### config.mk
export PLATFORM = sky130hd
export DESIGN_NAME = mc_ctrl
export DESIGN_NICKNAME = d
export VERILOG_FILES = /design/src/rtl/mc_ctrl.sv
export SDC_FILE = /design/constraint.sdc
export NUM_CORES = 1
export LEC_CHECK = 0
export ABC_AREA = 1
export BUFFER_PORTS_ARGS = -buffer_cell sky130_fd_sc_hd__clkbuf_2
export CAP_MARGIN = 10
export CELL_PAD_IN_SITES_DETAIL_PLACEMENT = 0
export CELL_PAD_IN_SITES_GLOBAL_PLACEMENT = 1
export CORE_ASPECT_RATIO = 1.5
export CORE_MARGIN = 3
export CORE_UTILIZATION = 37
export DETAILED_ROUTE_END_ITERATION = 8
export PLACE_DENSITY = 0.9
export SETUP_SLACK_MARGIN = 0.3
export SLEW_MARGIN = 5
export SYNTH_ARGS = -nofsm -noshare
export SYNTH_HDL_FRONTEND = slang
export SYNTH_SLANG_ARGS = --single-unit
### constraint.sdc
create_clock -name clk -period 2.95 [get_ports clk]
set_input_delay 0 -clock clk [delete_from_list [all_inputs] [get_ports clk]]
set_output_delay 0 -clock clk [all_outputs]
set_load 0.005 [all_outputs]
### src/rtl/mc_ctrl.sv
`default_nettype none
// ============================================================================
// Module   : mc_ctrl
// Purpose  : Multi-cycle CPU control unit. Sequences each instruction through
//            FETCH / DECODE / EXEC / MEM / WB, drives the one-hot ALU op bus
//            and the register-file, memory and PC controls, absorbs
//            instruction/data memory stalls and counts retired instructions.
// Ports    : clk, rst          - clock, synchronous active-high reset
//            instr             - instruction word (sampled in FETCH only)
//            imem_ready        - instruction memory data valid
//            dmem_ready        - data memory access completes
//            zero              - ALU result is zero (beq)
//            alu_ctrl[5:0]     - one-hot ALU op {slt,or,and,add,subu,addu}
//            ir_we, pc_we      - IR load / PC write
//            pc_src[1:0]       - 0 PC+4, 1 branch target, 2 jump target
//            reg_we, reg_dst   - register write, rd(1)/rt(0) select
//            alu_src_imm       - ALU operand B from immediate
//            ext_sign          - sign(1)/zero(0) immediate extension
//            mem_rd, mem_we    - data memory read / write request
//            mem_to_reg        - write-back data from memory
//            illegal           - sticky unsupported-opcode flag
//            state[2:0]        - current state (debug)
//            instret[31:0]     - retired-instruction counter
// Revision : 1.0 - initial release
// ============================================================================
module mc_ctrl (
    input  logic        clk,
    input  logic        rst,
    input  logic [31:0] instr,
    input  logic        imem_ready,
    input  logic        dmem_ready,
    input  logic        zero,
    output logic [5:0]  alu_ctrl,
    output logic        ir_we,
    output logic        pc_we,
    output logic [1:0]  pc_src,
    output logic        reg_we,
    output logic        reg_dst,
    output logic        alu_src_imm,
    output logic        ext_sign,
    output logic        mem_rd,
    output logic        mem_we,
    output logic        mem_to_reg,
    output logic        illegal,
    output logic [2:0]  state,
    output logic [31:0] instret
);

    typedef enum logic [2:0] {
        ST_FETCH  = 3'd0,
        ST_DECODE = 3'd1,
        ST_EXEC   = 3'd2,
        ST_MEM    = 3'd3,
        ST_WB     = 3'd4,
        ST_TRAP   = 3'd7
    } state_t;

    localparam logic [5:0] c_OP_RTYPE = 6'h00;
    localparam logic [5:0] c_OP_ORI   = 6'h0D;
    localparam logic [5:0] c_OP_LW    = 6'h23;
    localparam logic [5:0] c_OP_SW    = 6'h2B;
    localparam logic [5:0] c_OP_BEQ   = 6'h04;
    localparam logic [5:0] c_OP_J     = 6'h02;

    localparam logic [5:0] c_ALU_ADDU = 6'b000001;
    localparam logic [5:0] c_ALU_SUBU = 6'b000010;
    localparam logic [5:0] c_ALU_ADD  = 6'b000100;
    localparam logic [5:0] c_ALU_AND  = 6'b001000;
    localparam logic [5:0] c_ALU_OR   = 6'b010000;
    localparam logic [5:0] c_ALU_SLT  = 6'b100000;

    state_t      r_state;
    logic [5:0]  r_op;
    logic [5:0]  r_funct;
    logic [31:0] r_instret;

    logic        w_is_rtype;
    logic        w_is_ori;
    logic        w_is_lw;
    logic        w_is_sw;
    logic        w_is_beq;
    logic        w_is_j;
    logic        w_legal;
    logic        w_retire;
    logic [5:0]  w_r_alu;
    logic        w_unused;

    // Only opcode and funct are used here; register/immediate fields go
    // straight to the datapath.
    assign w_unused = ^instr[25:6];

    // Decode is done from the latched fields so that instr may change freely
    // once FETCH has captured it.
    assign w_is_rtype = (r_op == c_OP_RTYPE);
    assign w_is_ori   = (r_op == c_OP_ORI);
    assign w_is_lw    = (r_op == c_OP_LW);
    assign w_is_sw    = (r_op == c_OP_SW);
    assign w_is_beq   = (r_op == c_OP_BEQ);
    assign w_is_j     = (r_op == c_OP_J);

    // R-type funct to one-hot ALU op; zero marks an unsupported funct.
    always_comb begin
        w_r_alu = 6'b000000;
        case (r_funct)
            6'h21:   w_r_alu = c_ALU_ADDU;
            6'h23:   w_r_alu = c_ALU_SUBU;
            6'h20:   w_r_alu = c_ALU_ADD;
            6'h24:   w_r_alu = c_ALU_AND;
            6'h25:   w_r_alu = c_ALU_OR;
            6'h2A:   w_r_alu = c_ALU_SLT;
            default: w_r_alu = 6'b000000;
        endcase
    end

    assign w_legal = (w_is_rtype && (w_r_alu != 6'b000000)) || w_is_ori ||
                     w_is_lw || w_is_sw || w_is_beq || w_is_j;

    // An instruction retires on the edge that leaves its final state.
    assign w_retire = ((r_state == ST_DECODE) && w_is_j)   ||
                      ((r_state == ST_EXEC)   && w_is_beq) ||
                      ((r_state == ST_MEM)    && w_is_sw && dmem_ready) ||
                      (r_state == ST_WB);

    always_ff @(posedge clk) begin
        if (rst) begin
            r_state   <= ST_FETCH;
            r_op      <= 6'h00;
            r_funct   <= 6'h00;
            r_instret <= 32'd0;
        end else begin
            case (r_state)
                ST_FETCH: begin
                    if (imem_ready) begin
                        r_op    <= instr[31:26];
                        r_funct <= instr[5:0];
                        r_state <= ST_DECODE;
                    end
                end
                ST_DECODE: begin
                    if (!w_legal)
                        r_state <= ST_TRAP;
                    else if (w_is_j)
                        r_state <= ST_FETCH;
                    else
                        r_state <= ST_EXEC;
                end
                ST_EXEC: begin
                    // Only legal non-jump instructions reach EXEC, so the
                    // final branch is beq.
                    if (w_is_rtype || w_is_ori)
                        r_state <= ST_WB;
                    else if (w_is_lw || w_is_sw)
                        r_state <= ST_MEM;
                    else
                        r_state <= ST_FETCH;
                end
                ST_MEM: begin
                    if (dmem_ready)
                        r_state <= w_is_lw ? ST_WB : ST_FETCH;
                end
                ST_WB:   r_state <= ST_FETCH;
                ST_TRAP: r_state <= ST_TRAP;
                default: r_state <= ST_FETCH;
            endcase

            if (w_retire)
                r_instret <= r_instret + 32'd1;
        end
    end

    // Output decode from registered state and latched fields; only ir_we and
    // pc_we look at live inputs (imem_ready, zero).
    always_comb begin
        alu_ctrl    = 6'b000000;
        ir_we       = 1'b0;
        pc_we       = 1'b0;
        pc_src      = 2'd0;
        reg_we      = 1'b0;
        reg_dst     = 1'b0;
        alu_src_imm = 1'b0;
        ext_sign    = 1'b0;
        mem_rd      = 1'b0;
        mem_we      = 1'b0;
        mem_to_reg  = 1'b0;
        illegal     = 1'b0;
        case (r_state)
            ST_FETCH: begin
                ir_we = imem_ready;
                pc_we = imem_ready;
            end
            ST_DECODE: begin
                if (w_is_j) begin
                    pc_we  = 1'b1;
                    pc_src = 2'd2;
                end
            end
            ST_EXEC: begin
                if (w_is_rtype) begin
                    alu_ctrl = w_r_alu;
                end else if (w_is_ori) begin
                    alu_ctrl    = c_ALU_OR;
                    alu_src_imm = 1'b1;
                end else if (w_is_lw || w_is_sw) begin
                    alu_ctrl    = c_ALU_ADDU;
                    alu_src_imm = 1'b1;
                    ext_sign    = 1'b1;
                end else if (w_is_beq) begin
                    alu_ctrl = c_ALU_SUBU;
                    ext_sign = 1'b1;
                    pc_src   = 2'd1;
                    pc_we    = zero;
                end
            end
            ST_MEM: begin
                // Address computation held for the whole access.
                alu_ctrl    = c_ALU_ADDU;
                alu_src_imm = 1'b1;
                ext_sign    = 1'b1;
                mem_rd      = w_is_lw;
                mem_we      = w_is_sw;
            end
            ST_WB: begin
                reg_we     = 1'b1;
                reg_dst    = w_is_rtype;
                mem_to_reg = w_is_lw;
                // Keep the ALU result stable while it is written back.
                if (w_is_rtype) begin
                    alu_ctrl = w_r_alu;
                end else if (w_is_ori) begin
                    alu_ctrl    = c_ALU_OR;
                    alu_src_imm = 1'b1;
                end
            end
            ST_TRAP: illegal = 1'b1;
            default: ;
        endcase
    end

    assign state   = r_state;
    assign instret = r_instret;

endmodule
`default_nettype wire

# After elaboration in Yosys (flattened, before gate mapping)
# Cells that the tools add are included.
# totals
ff_bits	47
out_inout_bits	53
# classes
addsub	1
eq_ne	18
n_mux	46
reduce_logical	20
# ops
op	count
$eq A6 B6 Y1 const B	8
$pmux W6 S6	1
$add A32 B1 Y32 const B	1
$mux W1	25
$pmux W6 S3	1
$mux W3	5
$pmux W3 S5	1
$mux W6	2
$logic_or A1 B1 Y1	10
$mux W2	5
$mux W5	2
$eq A3 B2 Y1 const B	2
$eq A3 B3 Y1 const B	2
$eq A6 B2 Y1 const B	1
$eq A6 B3 Y1 const B	1
$eq A6 B4 Y1 const B	1
$logic_not A6 Y1	1
$pmux W1 S3	2
$reduce_bool A6 Y1	1
$logic_and A1 B1 Y1	5
$ne A2 B2 Y1 const B	2
$pmux W2 S2	1
$reduce_and A2 Y1	2
$eq A3 B1 Y1 const B	1
other kinds (2)	2

# Logic depth before layout (Yosys ltp)
# Gate-level depths: netlist of run 1.
# logic_depth
ltp_word	11
depth_mapped	10
mapped_depth_nobuf	10

# Least setup slack after synthesis of run 1
# OpenSTA, ideal clock, no wires.
# synth_timing
kind	flip-flop to flip-flop
startpoint	register r_instret[0] (netlist: instret[0])
endpoint	register r_instret[16] (netlist: instret[16])
arrival_ps	1403
required_time_ps	2880
slack_ps	1477
path_stages_with_launch	9
path_buffers	0
cell_sequence	dfxtp_1 -> ha_1 -> nand3_1 -> inv_1 -> nand2_1 -> nor2_1 -> xor2_1 -> nand2_1 -> a21oi_1
# synth_via
elab_chain_len	1
# synth_rtl
element	line	source
start: declaration	75	logic [31:0] r_instret;
start signal: assignment	167	r_instret <= r_instret + 32'd1;
$add A32 B1 Y32	167	
# Every way passes these cells.
# A chain may end at the register's enable or synchronous reset.

# Worst setup path in the final report of run 1
# layout_timing
startpoint	register r_state[2] (netlist: state[2])
endpoint	register r_instret[29] (netlist: instret[29])
# layout_via
elab_chain_len	5
# layout_rtl
element	line	source
start: declaration	72	state_t r_state;
start signal: assignment	159	r_state <= w_is_lw ? ST_WB : ST_FETCH;
$eq A3 B1 Y1, or another cell as far along	119	assign w_retire = ((r_state == ST_DECODE) && w_is_j) ||
$logic_and A1 B1 Y1, on equally long branches	119, 120, 121	
$logic_or A1 B1 Y1 / $logic_and A1 B1 Y1 (equally long branches)	119, 121	
$logic_or A1 B1 Y1	120	((r_state == ST_EXEC) && w_is_beq) ||
$logic_or A1 B1 Y1 (*)	121	((r_state == ST_MEM) && w_is_sw && dmem_ready) ||
# Every way passes the cells marked *; elsewhere a longest branch is shown, timed or not.

==> tab_implementation.tex, run 1 <==
\begin{tabular}{lr}
\hline
Metric & Value \\
\hline
\multicolumn{2}{l}{\textbf{Min path}} \\
\quad Sink of the worst hold path & r\_funct[1] \\
\quad Hold path startpoint & instr[1] \\
\quad Class of the tightest hold or removal check & input pin to flip-flop \\
\quad Min-Delay Path Depth & 3 \\
\multicolumn{2}{l}{\textbf{Synth}} \\
\quad Count of flip-flops with a built-in enable after synthesis & 0 \\
\quad Async set or reset register ratio after synthesis & 0\% \\
\quad Number of flip-flops and latches in the synthesized netlist & 47 \\
\quad Leading register cell type out of synthesis & sky130\_fd\_sc\_hd\_\_dfxtp\_1 \\
\quad Yosys top cell by area & sky130\_fd\_sc\_hd\_\_dfxtp\_1 \\
\quad Cell area after synthesis & 2937 sq um \\
\quad Synthesized area divided by synthesized cell count & approximately 6 sq um \\
\quad Portion of the post-synthesis area used by sequential elements & between 30 and 40\% \\
\quad Largest cells by area after synthesis & sky130\_fd\_sc\_hd\_\_dfxtp\_1 32\%, sky130\_fd\_sc\_hd\_\_nand2\_1 20\%, sky130\_fd\_sc\_hd\_\_nor2\_1 11\%, sky130\_fd\_sc\_hd\_\_a21oi\_1 8.0\%, sky130\_fd\_sc\_hd\_\_nand4\_1 5.8\% \\
\quad Number of warnings reported in the yosys synthesis log & 0 \\
\quad Cell types with the highest counts after synthesis & 159 x sky130\_fd\_sc\_hd\_\_nand2\_1, 86 x sky130\_fd\_sc\_hd\_\_nor2\_1, 47 x sky130\_fd\_sc\_hd\_\_a21oi\_1, 47 x sky130\_fd\_sc\_hd\_\_dfxtp\_1, 31 x sky130\_fd\_sc\_hd\_\_inv\_1 \\
\quad Fraction of post-synthesis cell area in the top cell type by area & 32.04\% \\
\quad Synthesized instance count & 488 \\
\quad Leading cell type by number of instances after synthesis & sky130\_fd\_sc\_hd\_\_nand2\_1 \\
\quad Count of unique library cells instantiated by Yosys & 24 \\
\quad Post-Syn Nets & 526 \\
\multicolumn{2}{l}{\textbf{Layout}} \\
\quad Area used by multi-input combinational logic & 1792 sq um \\
\quad Ant. Diodes & 0 \\
\quad Filler cells & 837 \\
\quad Sequential cell area & 940.9 sq um \\
\quad Share of cells above drive strength 1 & 15.84\% \\
\quad Post-layout nets & approximately 600 \\
\quad Post-synthesis to final-layout area growth & 23.22\% \\
\multicolumn{2}{l}{\textbf{CTS}} \\
\quad Total of cells resized after clock tree synthesis & 0 \\
\quad Clock tree from TritonCTS & done \\
\quad Clock-pin slew on the worst setup and hold paths & 0.07 ns \\
\quad Post-CTS Hold Buffers & 9 \\
\quad Cell at the root of the clock tree & sky130\_fd\_sc\_hd\_\_clkbuf\_16 \\
\quad Clock tree buffer depth & 2 \\
\quad TritonCTS Buffers & 5 \\
\quad H-tree levels & 2 \\
\quad Number of sinks on the clock net & 47 \\
\quad \# Post-CTS Setup Buffers & 0 \\
\quad Clock insertion delay at the later pin of the skew report & 0.29 ns \\
\multicolumn{2}{l}{\textbf{Timing}} \\
\quad Final hold viol count & 0 \\
\quad Summed negative setup slack over all endpoints & 0 ns \\
\quad Tightest hold margin & 0.006192 ns \\
\quad Final critical-path required period & 2.127 ns \\
\quad Final count of pins violating max slew & 0 \\
\quad Setup repair after global routing missed its margin & no \\
\quad Slew @ Worst Pin & 0.6977 ns \\
\quad Max frequency & 470.1 MHz \\
\quad Fraction of the cycle the final worst path needs & about 70\% \\
\quad Slew headroom & $\sim$53\% \\
\quad Setup-failing EPs final & 0 \\
\quad Worst-case clock skew & 0.009052 ns \\
\multicolumn{2}{l}{\textbf{Worst setup path}} \\
\quad FF-to-FF Start & state[2] \\
\quad Largest driver fanout on the critical path & 32 \\
\quad R2r endpoint & instret[29] \\
\quad Arrival time reported for the critical path endpoint & approximately 2.3 ns \\
\quad Required time of the critical path & 3.09 ns \\
\quad Sort of element at the end of the critical path & flip-flop \\
\quad Type of element launching the critical path & flip-flop \\
\quad Reg-to-reg slack, setup & 0.82 ns \\
\quad Critical Setup Path Class & flip-flop to flip-flop \\
\quad R2r worst-path depth & 8 \\
\multicolumn{2}{l}{\textbf{Run}} \\
\quad Maxcap violations & 0 \\
\multicolumn{2}{l}{\textbf{Power}} \\
\quad Power share of the clock group & around 32\% \\
\quad Maximum vdd ir drop & 0.3258 mV \\
\quad Cell internal power dissipation & 1291 uW \\
\quad Leakage component of the power & 0.001516 uW \\
\quad Cell area power density & 557.3 nW/um\^{}2 \\
\quad Switching part of the total power & 35.96\% \\
\quad Net switching power & 725.2 uW \\
\quad Share of power burned in combinational logic & 28.9\% \\
\quad Sequential group share of total power & 38.9\% \\
\multicolumn{2}{l}{\textbf{Global routing}} \\
\quad Number of antenna violations at the first check in global routing & 0 \\
\quad Via count of the first global-routing pass & 3174 \\
\quad Overall routing resource usage & 20.44\% \\
\quad Overflow left after global routing & 0 \\
\quad Wire length of the first global-routing pass & 14.79 mm \\
\quad Largest net degree at the start of global routing & 33 \\
\multicolumn{2}{l}{\textbf{Placed design}} \\
\quad Count of buffers from port buffering & 69 \\
\quad HPWL Detailed & 6.841 mm \\
\quad Final Wtd Congestion & 0.9445 \\
\multicolumn{2}{l}{\textbf{Drt}} \\
\quad Drt first pass iters & 4 \\
\quad Number of vias per cell after detailed routing & 5.125 \\
\quad Number of remaining DRC errors & 0 \\
\quad Wire length per cell & 13.57 um \\
\quad Via total after detailed routing & 3403 \\
\quad DRC violation total after the first TritonRoute iteration & roughly 160 \\
\quad Antenna violation net count after detailed routing & 0 \\
\quad Sum of routed wire length over all layers & 9.013 mm \\
\multicolumn{2}{l}{\textbf{Floorplan}} \\
\quad Die height & 115.1 um \\
\quad Effective utilization at floorplan & 38.33\% \\
\quad Chip Width & between 70 and 80 um \\
\quad Die ar. & 9064 sq um \\
\quad Core area & 7661 sq um \\
\quad Boundary pin count & 90 \\
\quad Cell row count & 39 \\
\multicolumn{2}{l}{\textbf{Run status}} \\
\quad Run status & finished clean \\
\hline
\end{tabular}
-- stage by stage --
step / utilization, % / power (uW) / instance area (sq um) / setup slack [ns] / std cells
6_report: 47.23 / 2017 / 3618 / 0.8226 / 664
5_1_grt: 47.23 / 2144 / 3618 / 0.5932 / 664
4_1_cts: 47.23 / 2029 / 3618 / 0.8160 / 664
3_5_place_dp: 43.85 / 1374 / 3359 / 0.8311 / 647
3_3_place_gp: 43.85 / 1361 / 3359 / 0.8523 / 647
2_1_floorplan: - / 1212 / 2937 / 1.477 / 488
-- worst max-delay path, cell delays in order, from the launching register on --
cell,delay [ns]
sky130_fd_sc_hd__dfxtp_1,0.42
sky130_fd_sc_hd__inv_2,0.07
sky130_fd_sc_hd__nand3_1,0.20
sky130_fd_sc_hd__nor2_2,0.10
sky130_fd_sc_hd__nor2_2,0.12
sky130_fd_sc_hd__nand3_2,0.53
sky130_fd_sc_hd__buf_4,0.40
sky130_fd_sc_hd__nand2_1,0.07
sky130_fd_sc_hd__a21oi_1,0.05
-- kinds of logic after synthesis --
family          count (synthesis)  share of synthesized area [%]
buf+inv                        49                          6.945
flops                          47                          32.04
compound gates                 64                          11.04
xor+xnor                        9                          2.684
fa+ha+maj                       1                         0.4260
simple gates                  318                          46.87
-- flip-flops by register name, summed over array words and instances, names as in the netlist --
signal and cells:
instret 32, state 3, r_op 6, r_funct 6
-- power by group through the flow --
stage	combinational (uW)	sequential (uW)	clock, uW
2_1_floorplan	427	785	0
3_3_place_gp	566	795	0
3_5_place_dp	576	799	0
4_1_cts	587	784	659
5_1_grt	664	799	681
6_report	584	785	648
-- final cells by class --
cell class | instances | share of cell area [%]
Clock buffer | 5 | 3.458
Clock inverter | 3 | 1.210
Inverter | 33 | 3.423
Multi-Input combinational cell | 392 | 49.52
Sequential cell | 47 | 26.00
Tap cell | 102 | 3.527
Timing Repair Buffer | 82 | 12.86
-- cells in the final DEF, fill, tap and decap left out, types with 2 or more instances in the layout --
| cell type | synthesis | routed |
|---|---|---|
| sky130_fd_sc_hd__nor2_2 | 2 | 2 |
| sky130_fd_sc_hd__nor2_1 | 86 | 86 |
| sky130_fd_sc_hd__nand4_1 | 27 | 27 |
| sky130_fd_sc_hd__dfxtp_1 | 47 | 47 |
| sky130_fd_sc_hd__dlygate4sd3_1 | 0 | 9 |
| sky130_fd_sc_hd__xor2_1 | 8 | 8 |
| sky130_fd_sc_hd__nand3b_1 | 15 | 15 |
| sky130_fd_sc_hd__clkbuf_2 | 0 | 69 |
| sky130_fd_sc_hd__a31oi_1 | 2 | 2 |
| sky130_fd_sc_hd__nand3_1 | 21 | 21 |
| sky130_fd_sc_hd__nor3_1 | 4 | 4 |
| sky130_fd_sc_hd__a21oi_1 | 47 | 47 |
| sky130_fd_sc_hd__inv_1 | 31 | 31 |
| sky130_fd_sc_hd__o21ai_0 | 14 | 14 |
| sky130_fd_sc_hd__buf_4 | 0 | 4 |
| sky130_fd_sc_hd__nand2_1 | 159 | 159 |
| sky130_fd_sc_hd__clkbuf_16 | 0 | 5 |
| sky130_fd_sc_hd__inv_2 | 2 | 2 |
-- per-layer routing --
| metal | vias to the layer above | global-route usage, % | wire (um) |
|---|---|---|---|
| met5 | - | 0 | 0 |
| met4 | 0 | 7.585 | 221 |
| met3 | 15 | 2.978 | 339 |
| met2 | 87 | 41.12 | 4926 |
| met1 | 1560 | 20.69 | 3526 |
| li1 | 1741 | - | - |
-- worst max path at each step --
| stage | from | endpoint | depth (start not counted) |
|---|---|---|---|
| 3_5_place_dp | state[2] | instret[23] | 8 |
| 2_1_floorplan | instret[0] | instret[16] | 8 |
| 4_1_cts | state[2] | instret[23] | 8 |
| 3_3_place_gp | state[0] | instret[29] | 8 |
| 5_1_grt | state[2] | alu_ctrl[0] | 9 |
| 6_report | state[2] | instret[29] | 8 |
No activity file was read; power rests on OpenSTA's default activity.
==> run 2, diff against run 1 <==
--- a/config.mk
+++ b/config.mk
@@ -12,9 +12,9 @@
 export CELL_PAD_IN_SITES_GLOBAL_PLACEMENT = 1
 export CORE_ASPECT_RATIO = 1.5
 export CORE_MARGIN = 3
-export CORE_UTILIZATION = 37
+export CORE_UTILIZATION = 31
 export DETAILED_ROUTE_END_ITERATION = 8
-export PLACE_DENSITY = 0.9
+export PLACE_DENSITY = 0.81
 export SETUP_SLACK_MARGIN = 0.3
 export SLEW_MARGIN = 5
 export SYNTH_ARGS = -nofsm -noshare
==> constraint.sdc (replaced) <==
create_clock -name clk -period 1.75 [get_ports clk]
set_input_delay 0 -clock clk [delete_from_list [all_inputs] [get_ports clk]]
set_output_delay 0 -clock clk [all_outputs]
set_load 0.005 [all_outputs]
==> tab_implementation.tex, run 2 (synthesis results as in run 1) <==
\begin{tabular}{lr}
\hline
Metric & Value \\
\hline
\multicolumn{2}{l}{\textbf{CTS}} \\
\quad TritonCTS Buffers & 5 \\
\quad Clock tree buffer depth & 2 \\
\quad Clock insertion delay at the later pin of the skew report & about 0.29 ns \\
\quad Cell at the root of the clock tree & sky130\_fd\_sc\_hd\_\_clkbuf\_16 \\
\quad Clock tree from TritonCTS & done \\
\quad Clock-pin slew on the worst setup and hold paths & around 0.070 ns \\
\quad Number of sinks on the clock net & 47 \\
\quad H-tree levels & 2 \\
\multicolumn{2}{l}{\textbf{Floorplan}} \\
\quad Cell row count & 42 \\
\quad Die ar. & around 11000 sq um \\
\quad Boundary pin count & 90 \\
\quad Effective utilization at floorplan & about 32\% \\
\quad Die height & 125.2 um \\
\quad Core area & 9039 sq um \\
\quad Chip Width & around 85 um \\
\multicolumn{2}{l}{\textbf{Layout}} \\
\quad Ant. Diodes & 0 \\
\quad Largest register FFs & 32 \\
\quad Post-layout nets & about 640 \\
\quad Most common library cell in the layout ignoring fill and taps & sky130\_fd\_sc\_hd\_\_nand2\_1 \\
\quad Most used cells in the layout excluding fill and tap cells & 131 x sky130\_fd\_sc\_hd\_\_nand2\_1, 65 x sky130\_fd\_sc\_hd\_\_clkbuf\_2, 61 x sky130\_fd\_sc\_hd\_\_nor2\_1, 27 x sky130\_fd\_sc\_hd\_\_nand4\_1 \\
\quad Post-synthesis to final-layout area growth & 59.05\% \\
\quad Share of cells above drive strength 1 & around two fifths \\
\quad Filler cells & 878 \\
\multicolumn{2}{l}{\textbf{Drt}} \\
\quad Number of vias per cell after detailed routing & 5.261 \\
\quad Via total after detailed routing & 3746 \\
\quad Wire length per cell & 15.36 um \\
\quad Sum of routed wire length over all layers & approximately 11 mm \\
\quad Drt first pass iters & 5 \\
\quad Antenna violation net count after detailed routing & 0 \\
\quad Number of remaining DRC errors & 0 \\
\quad DRC violation total after the first TritonRoute iteration & approximately 270 \\
\multicolumn{2}{l}{\textbf{Timing}} \\
\quad Final worst-path setup slack & between 0.1 and 0.15 ns \\
\quad Max frequency & 615.5 MHz \\
\quad Setup-failing EPs final & 0 \\
\quad Fraction of the cycle the final worst path needs & 92.84\% \\
\quad Summed negative setup slack over all endpoints & 0 ns \\
\quad Final hold viol count & 0 \\
\quad Slew headroom & 65.64\% \\
\quad Slew @ Worst Pin & approximately 0.51 ns \\
\quad Final critical-path required period & 1.625 ns \\
\quad Final count of pins violating max slew & 0 \\
\quad Setup repair after global routing missed its margin & yes \\
\quad Worst-case clock skew & 0.008492 ns \\
\multicolumn{2}{l}{\textbf{Global routing}} \\
\quad Wire length of the first global-routing pass & about 17 mm \\
\quad Via count of the first global-routing pass & about 3600 \\
\quad Overflow left after global routing & 0 \\
\quad Number of antenna violations at the first check in global routing & 0 \\
\quad Overall routing resource usage & 19.15\% \\
\quad Largest net degree at the start of global routing & 31 \\
\multicolumn{2}{l}{\textbf{Power}} \\
\quad Share of power burned in combinational logic & 45.8\% \\
\quad Maximum vdd ir drop & about 0.68 mV \\
\quad Leakage component of the power & 0.002081 uW \\
\quad Power share of the clock group & a little over a fifth \\
\quad Power consumption & 4358 uW \\
\quad Cell internal power dissipation & roughly 2700 uW \\
\quad Cell area power density & around 930 nW/um\^{}2 \\
\quad Net switching power & about 1700 uW \\
\quad Sequential group share of total power & 32.2\% \\
\quad Switching part of the total power & 38.85\% \\
\multicolumn{2}{l}{\textbf{Placed design}} \\
\quad Count of buffers from port buffering & 69 \\
\quad Final Wtd Congestion & 0.9113 \\
\quad HPWL Detailed & 7.092 mm \\
\quad Post-place setup slack & 0.03809 ns \\
\multicolumn{2}{l}{\textbf{Worst setup path}} \\
\quad Arrival time reported for the critical path endpoint & between 1.5 and 2 ns \\
\quad Standard cell with the maximum stage delay on the critical path & sky130\_fd\_sc\_hd\_\_dfxtp\_4 \\
\quad Largest driver fanout on the critical path & 5 \\
\quad Peak per-stage delay on the critical path & 0.38 ns \\
\quad Sort of element at the end of the critical path & flip-flop \\
\quad Critical Setup Path Class & flip-flop to flip-flop \\
\quad Cell repeated most along the worst path & sky130\_fd\_sc\_hd\_\_nand2\_1 \\
\quad Chain of cells forming the critical path & nand2\_1 > nor2\_1 > nand2\_2 > inv\_1 > nand4\_1 > nand3\_4 > buf\_6 > clkbuf\_16 > nand2\_1 > a21oi\_1 \\
\quad Type of element launching the critical path & flip-flop \\
\quad Required time of the critical path & 1.97 ns \\
\multicolumn{2}{l}{\textbf{Run}} \\
\quad Maxcap violations & 0 \\
\multicolumn{2}{l}{\textbf{Min path}} \\
\quad Class of the tightest hold or removal check & input pin to flip-flop \\
\multicolumn{2}{l}{\textbf{Run status}} \\
\quad Run status & finished clean \\
\hline
\end{tabular}
==> run 2: cell count changes in the layout (fill, tap and decap cells not counted), moves of 10 or more <==
cell,before,now
sky130_fd_sc_hd__nand2_1,159,131
sky130_fd_sc_hd__nor2_1,86,61
sky130_fd_sc_hd__a21oi_1,47,26
sky130_fd_sc_hd__a21oi_2,0,21
sky130_fd_sc_hd__dfxtp_1,47,26
sky130_fd_sc_hd__nand2_4,0,21
sky130_fd_sc_hd__buf_4,4,23
sky130_fd_sc_hd__dfxtp_2,0,15
sky130_fd_sc_hd__nor2_4,1,15
sky130_fd_sc_hd__buf_6,0,12
sky130_fd_sc_hd__nor2_2,2,13
sky130_fd_sc_hd__nand3_1,21,11
==> run 2: layout make-up <==
| type | count | area (sq um) | area share (%) |
|---|---|---|---|
| flip-flops and latches | 47 | 982.2 | 21.03 |
| multi-input cells | 392 | 2320 | 49.67 |
| well taps | 110 | 137.6 | 2.947 |
| clock inverters | 2 | 12.51 | 0.2679 |
| inverters | 33 | 136.4 | 2.920 |
| repair buffers | 122 | 953.4 | 20.41 |
| clock buffers | 6 | 128.9 | 2.759 |
==> run 2: final timing paths <==
check                   from     endpoint  slack (ns)  cells past startpoint
setup reg to reg     r_op[1]  instret[12]        0.13                     10
hold / removal     instr[28]      r_op[2]       0.005                      3
setup / recovery     r_op[1]  instret[12]        0.13                     10
hold reg to reg   r_funct[5]   r_funct[5]        0.48                      2
==> run 2: repair_timing <==
action | in CTS | in global routing
resized for setup | 58 | 136
setup buffers | 15 | 7
gates cloned | 3 | 5
hold buffers | 9 | 0
hold endpoints to repair | 9 | 0
setup endpoints to repair | 56 | 57
pin swaps | 11 | 47
==> run 2: metal layers <==
layer	global-route usage (%)	wire length, um	vias to the layer above
met2	36.31	5900	140
met3	3.357	584	44
met4	6.524	481	0
met5	0	0	-
li1	-	-	1832
met1	20.79	3973	1730
==> run 2: power by group through the flow <==
stage               logic, uW  registers, uW  clock network, uW
floorplan                 720           1330                  0
global placement         1030           1340                  0
detailed placement       1040           1340                  0
CTS                      1480           1380                980
global route             2150           1420               1030
finish                   2000           1400                958
==> run 2: worst max-delay path, delay by kind of cell, from the launching register on <==
kind | cells | cell delay (ns)
and+or+nand+nor | 6 | 0.66
buffers and inverters | 3 | 0.39
DFF | 1 | 0.38
AOI/OAI and AO/OA | 1 | 0.14
==> run 2: stage by stage <==
stage                     area [sq um]  hold WS, ns  util [%]  instances
after global placement            3461       0.2348     38.29        665
after CTS                         4041     0.003956     44.71        700
after detailed placement          3461       0.2403     38.29        665
after global routing              4671      0.05331     51.68        712
final                             4671     0.004785     51.68        712
after floorplan                   2940       0.1000         -        488
==> run 3, diff against run 2 <==
--- a/config.mk
+++ b/config.mk
@@ -15,7 +15,6 @@
 export CORE_UTILIZATION = 31
 export DETAILED_ROUTE_END_ITERATION = 8
 export PLACE_DENSITY = 0.81
-export SETUP_SLACK_MARGIN = 0.3
 export SLEW_MARGIN = 5
 export SYNTH_ARGS = -nofsm -noshare
 export SYNTH_HDL_FRONTEND = slang
==> tab_implementation.tex, run 3 (synthesis results as in run 1) <==
\begin{tabular}{lr}
\hline
Metric & Value \\
\hline
\multicolumn{2}{l}{\textbf{Global routing}} \\
\quad Wire length of the first global-routing pass & 15.65 mm \\
\quad Overall routing resource usage & roughly 18\% \\
\quad Via count of the first global-routing pass & 3238 \\
\quad Number of antenna violations at the first check in global routing & 0 \\
\quad Largest net degree at the start of global routing & 40 \\
\quad Overflow left after global routing & 0 \\
\multicolumn{2}{l}{\textbf{Drt}} \\
\quad DRC violation total after the first TritonRoute iteration & about 210 \\
\quad Routed length on met1 & 3.862 mm \\
\quad Via total after detailed routing & 3490 \\
\quad Top layer in use & met4 \\
\quad Met3 routed wirelength & 634 um \\
\quad Number of remaining DRC errors & 0 \\
\quad Antenna violation net count after detailed routing & 0 \\
\quad Wire length per cell & 14.57 um \\
\quad Routed met2 length & 5.353 mm \\
\quad Sum of routed wire length over all layers & 10.07 mm \\
\quad Number of vias per cell after detailed routing & between 5 and 6 \\
\quad Drt first pass iters & 4 \\
\multicolumn{2}{l}{\textbf{Placed design}} \\
\quad Post-place setup slack & -0.01311 ns \\
\quad Final Wtd Congestion & between 0.9 and 1 \\
\quad HPWL Detailed & 7.376 mm \\
\quad Count of buffers from port buffering & 69 \\
\multicolumn{2}{l}{\textbf{Worst setup path}} \\
\quad Critical Setup Path Class & flip-flop to output port \\
\quad Sort of element at the end of the critical path & output port \\
\quad Required time of the critical path & 1.75 ns \\
\quad Arrival time reported for the critical path endpoint & approximately 1.7 ns \\
\quad Largest driver fanout on the critical path & 23 \\
\quad Type of element launching the critical path & flip-flop \\
\multicolumn{2}{l}{\textbf{Timing}} \\
\quad Final critical-path required period & 1.650 ns \\
\quad Slew @ Worst Pin & 0.4817 ns \\
\quad Max frequency & 606.2 MHz \\
\quad Final hold viol count & 0 \\
\quad Summed negative setup slack over all endpoints & 0 ns \\
\quad Final count of pins violating max slew & 0 \\
\quad Worst-case clock skew & 0.007983 ns \\
\quad Slew headroom & 67.77\% \\
\quad Final worst-path setup slack & 0.1005 ns \\
\quad Setup-failing EPs final & 0 \\
\quad Fraction of the cycle the final worst path needs & 94.26\% \\
\multicolumn{2}{l}{\textbf{Layout}} \\
\quad Most used cells in the layout excluding fill and tap cells & 156 x sky130\_fd\_sc\_hd\_\_nand2\_1, 83 x sky130\_fd\_sc\_hd\_\_nor2\_1, 68 x sky130\_fd\_sc\_hd\_\_clkbuf\_2, 47 x sky130\_fd\_sc\_hd\_\_a21oi\_1, 43 x sky130\_fd\_sc\_hd\_\_dfxtp\_1 \\
\quad Most common library cell in the layout ignoring fill and taps & sky130\_fd\_sc\_hd\_\_nand2\_1 \\
\quad Sequential cell area & roughly 950 sq um \\
\quad Post-layout nets & 618 \\
\quad Ant. Diodes & 0 \\
\quad Largest register FFs & 32 \\
\quad Area used by multi-input combinational logic & about 1900 sq um \\
\quad Share of cells above drive strength 1 & a little over a fifth \\
\quad Filler cells & 968 \\
\quad Core utilization of the finished layout & 43.38\% \\
\quad Post-synthesis to final-layout area growth & 33.53\% \\
\multicolumn{2}{l}{\textbf{CTS}} \\
\quad TritonCTS Buffers & 5 \\
\quad H-tree levels & 2 \\
\quad Number of sinks on the clock net & 47 \\
\quad Clock-pin slew on the worst setup and hold paths & approximately 0.070 ns \\
\quad Clock insertion delay at the later pin of the skew report & approximately 0.29 ns \\
\quad Clock tree buffer depth & 2 \\
\quad Cell at the root of the clock tree & sky130\_fd\_sc\_hd\_\_clkbuf\_16 \\
\quad Clock tree from TritonCTS & done \\
\multicolumn{2}{l}{\textbf{Run status}} \\
\quad Run status & finished clean \\
\multicolumn{2}{l}{\textbf{Power}} \\
\quad Cell area power density & 1009 nW/um\^{}2 \\
\quad Power consumption & 3957 uW \\
\quad Maximum vdd ir drop & about 0.49 mV \\
\quad Leakage component of the power & roughly 0.0017 uW \\
\multicolumn{2}{l}{\textbf{Min path}} \\
\quad Class of the tightest hold or removal check & input pin to flip-flop \\
\multicolumn{2}{l}{\textbf{Floorplan}} \\
\quad Boundary pin count & 90 \\
\quad Effective utilization at floorplan & 32.49\% \\
\quad Chip Width & $\sim$85 um \\
\quad Die ar. & 10700 sq um \\
\quad Die height & about 130 um \\
\quad Core area & 9039 sq um \\
\quad Cell row count & 42 \\
\multicolumn{2}{l}{\textbf{Run}} \\
\quad Maxcap violations & 0 \\
\hline
\end{tabular}
==> run 3: cell types whose count changed in the layout (fill, tap and decap cells not counted), sizes merged <==
cell	previous run	this run
clkinv	1	0
dlygate4sd3	9	8
buf	44	24
bufinv	0	2
clkbuf	75	74
==> run 3: cell type report <==
class / instances / area share [%]
Timing Repair Buffer: 101 / 16.53
Multi-Input combinational cell: 392 / 47.51
Tap cell: 110 / 3.510
Clock inverter: 3 / 1.723
Clock buffer: 5 / 3.191
Inverter: 33 / 3.287
Sequential cell: 47 / 24.25
==> run 3: repair_timing <==
| item | in CTS | in global routing |
|---|---|---|
| pin swaps | 2 | 5 |
| cloned | 0 | 1 |
| hold buffers | 8 | 0 |
| setup buffers | 1 | 4 |
| endpoints found under the setup margin | 7 | 34 |
| hold endpoints to repair | 8 | 0 |
| resized for setup | 11 | 18 |
==> run 3: worst paths after layout <==
kind         cells after the start  slack [ns]  startpoint     endpoint
max                              7        0.10     r_op[3]        pc_we
min                              3       0.005    instr[2]   r_funct[2]
min reg2reg                      2        0.45  r_funct[5]   r_funct[5]
max reg2reg                     10        0.13     r_op[2]  instret[12]
==> run 3: report_power, final <==
| part | total [uW] | switching, uW | internal (uW) | leakage, uW |
|---|---|---|---|---|
| clock | 1260 | 445 | 819 | 0.0000900 |
| combinational | 1330 | 793 | 541 | 0.00118 |
| sequential | 1360 | 158 | 1200 | 0.000384 |
==> run 3: layer usage <==
layer | global-route usage (%) | vias up
met4 | 5.499 | 0
met5 | 0 | -
li1 | - | 1784
met1 | 19.84 | 1572
met3 | 3.423 | 17
met2 | 34.89 | 117
==> run 3: stage by stage <==
stage	cell area [sq um]	instances	hold slack [ns]
2_1_floorplan	2937	488	0.1000
3_3_place_gp	3500	669	0.2342
3_5_place_dp	3500	669	0.2368
4_1_cts	3812	686	0.003843
5_1_grt	3921	691	0.03470
6_report	3921	691	0.005300
==> run 3: critical path, stage by stage, from the launching register on <==
cell and delay (ns):
sky130_fd_sc_hd__dfxtp_1 0.31, sky130_fd_sc_hd__buf_4 0.15, sky130_fd_sc_hd__nor2_4 0.15, sky130_fd_sc_hd__buf_4 0.12
sky130_fd_sc_hd__nand4_1 0.12, sky130_fd_sc_hd__buf_4 0.27, sky130_fd_sc_hd__nand3_1 0.11, sky130_fd_sc_hd__clkbuf_2 0.11
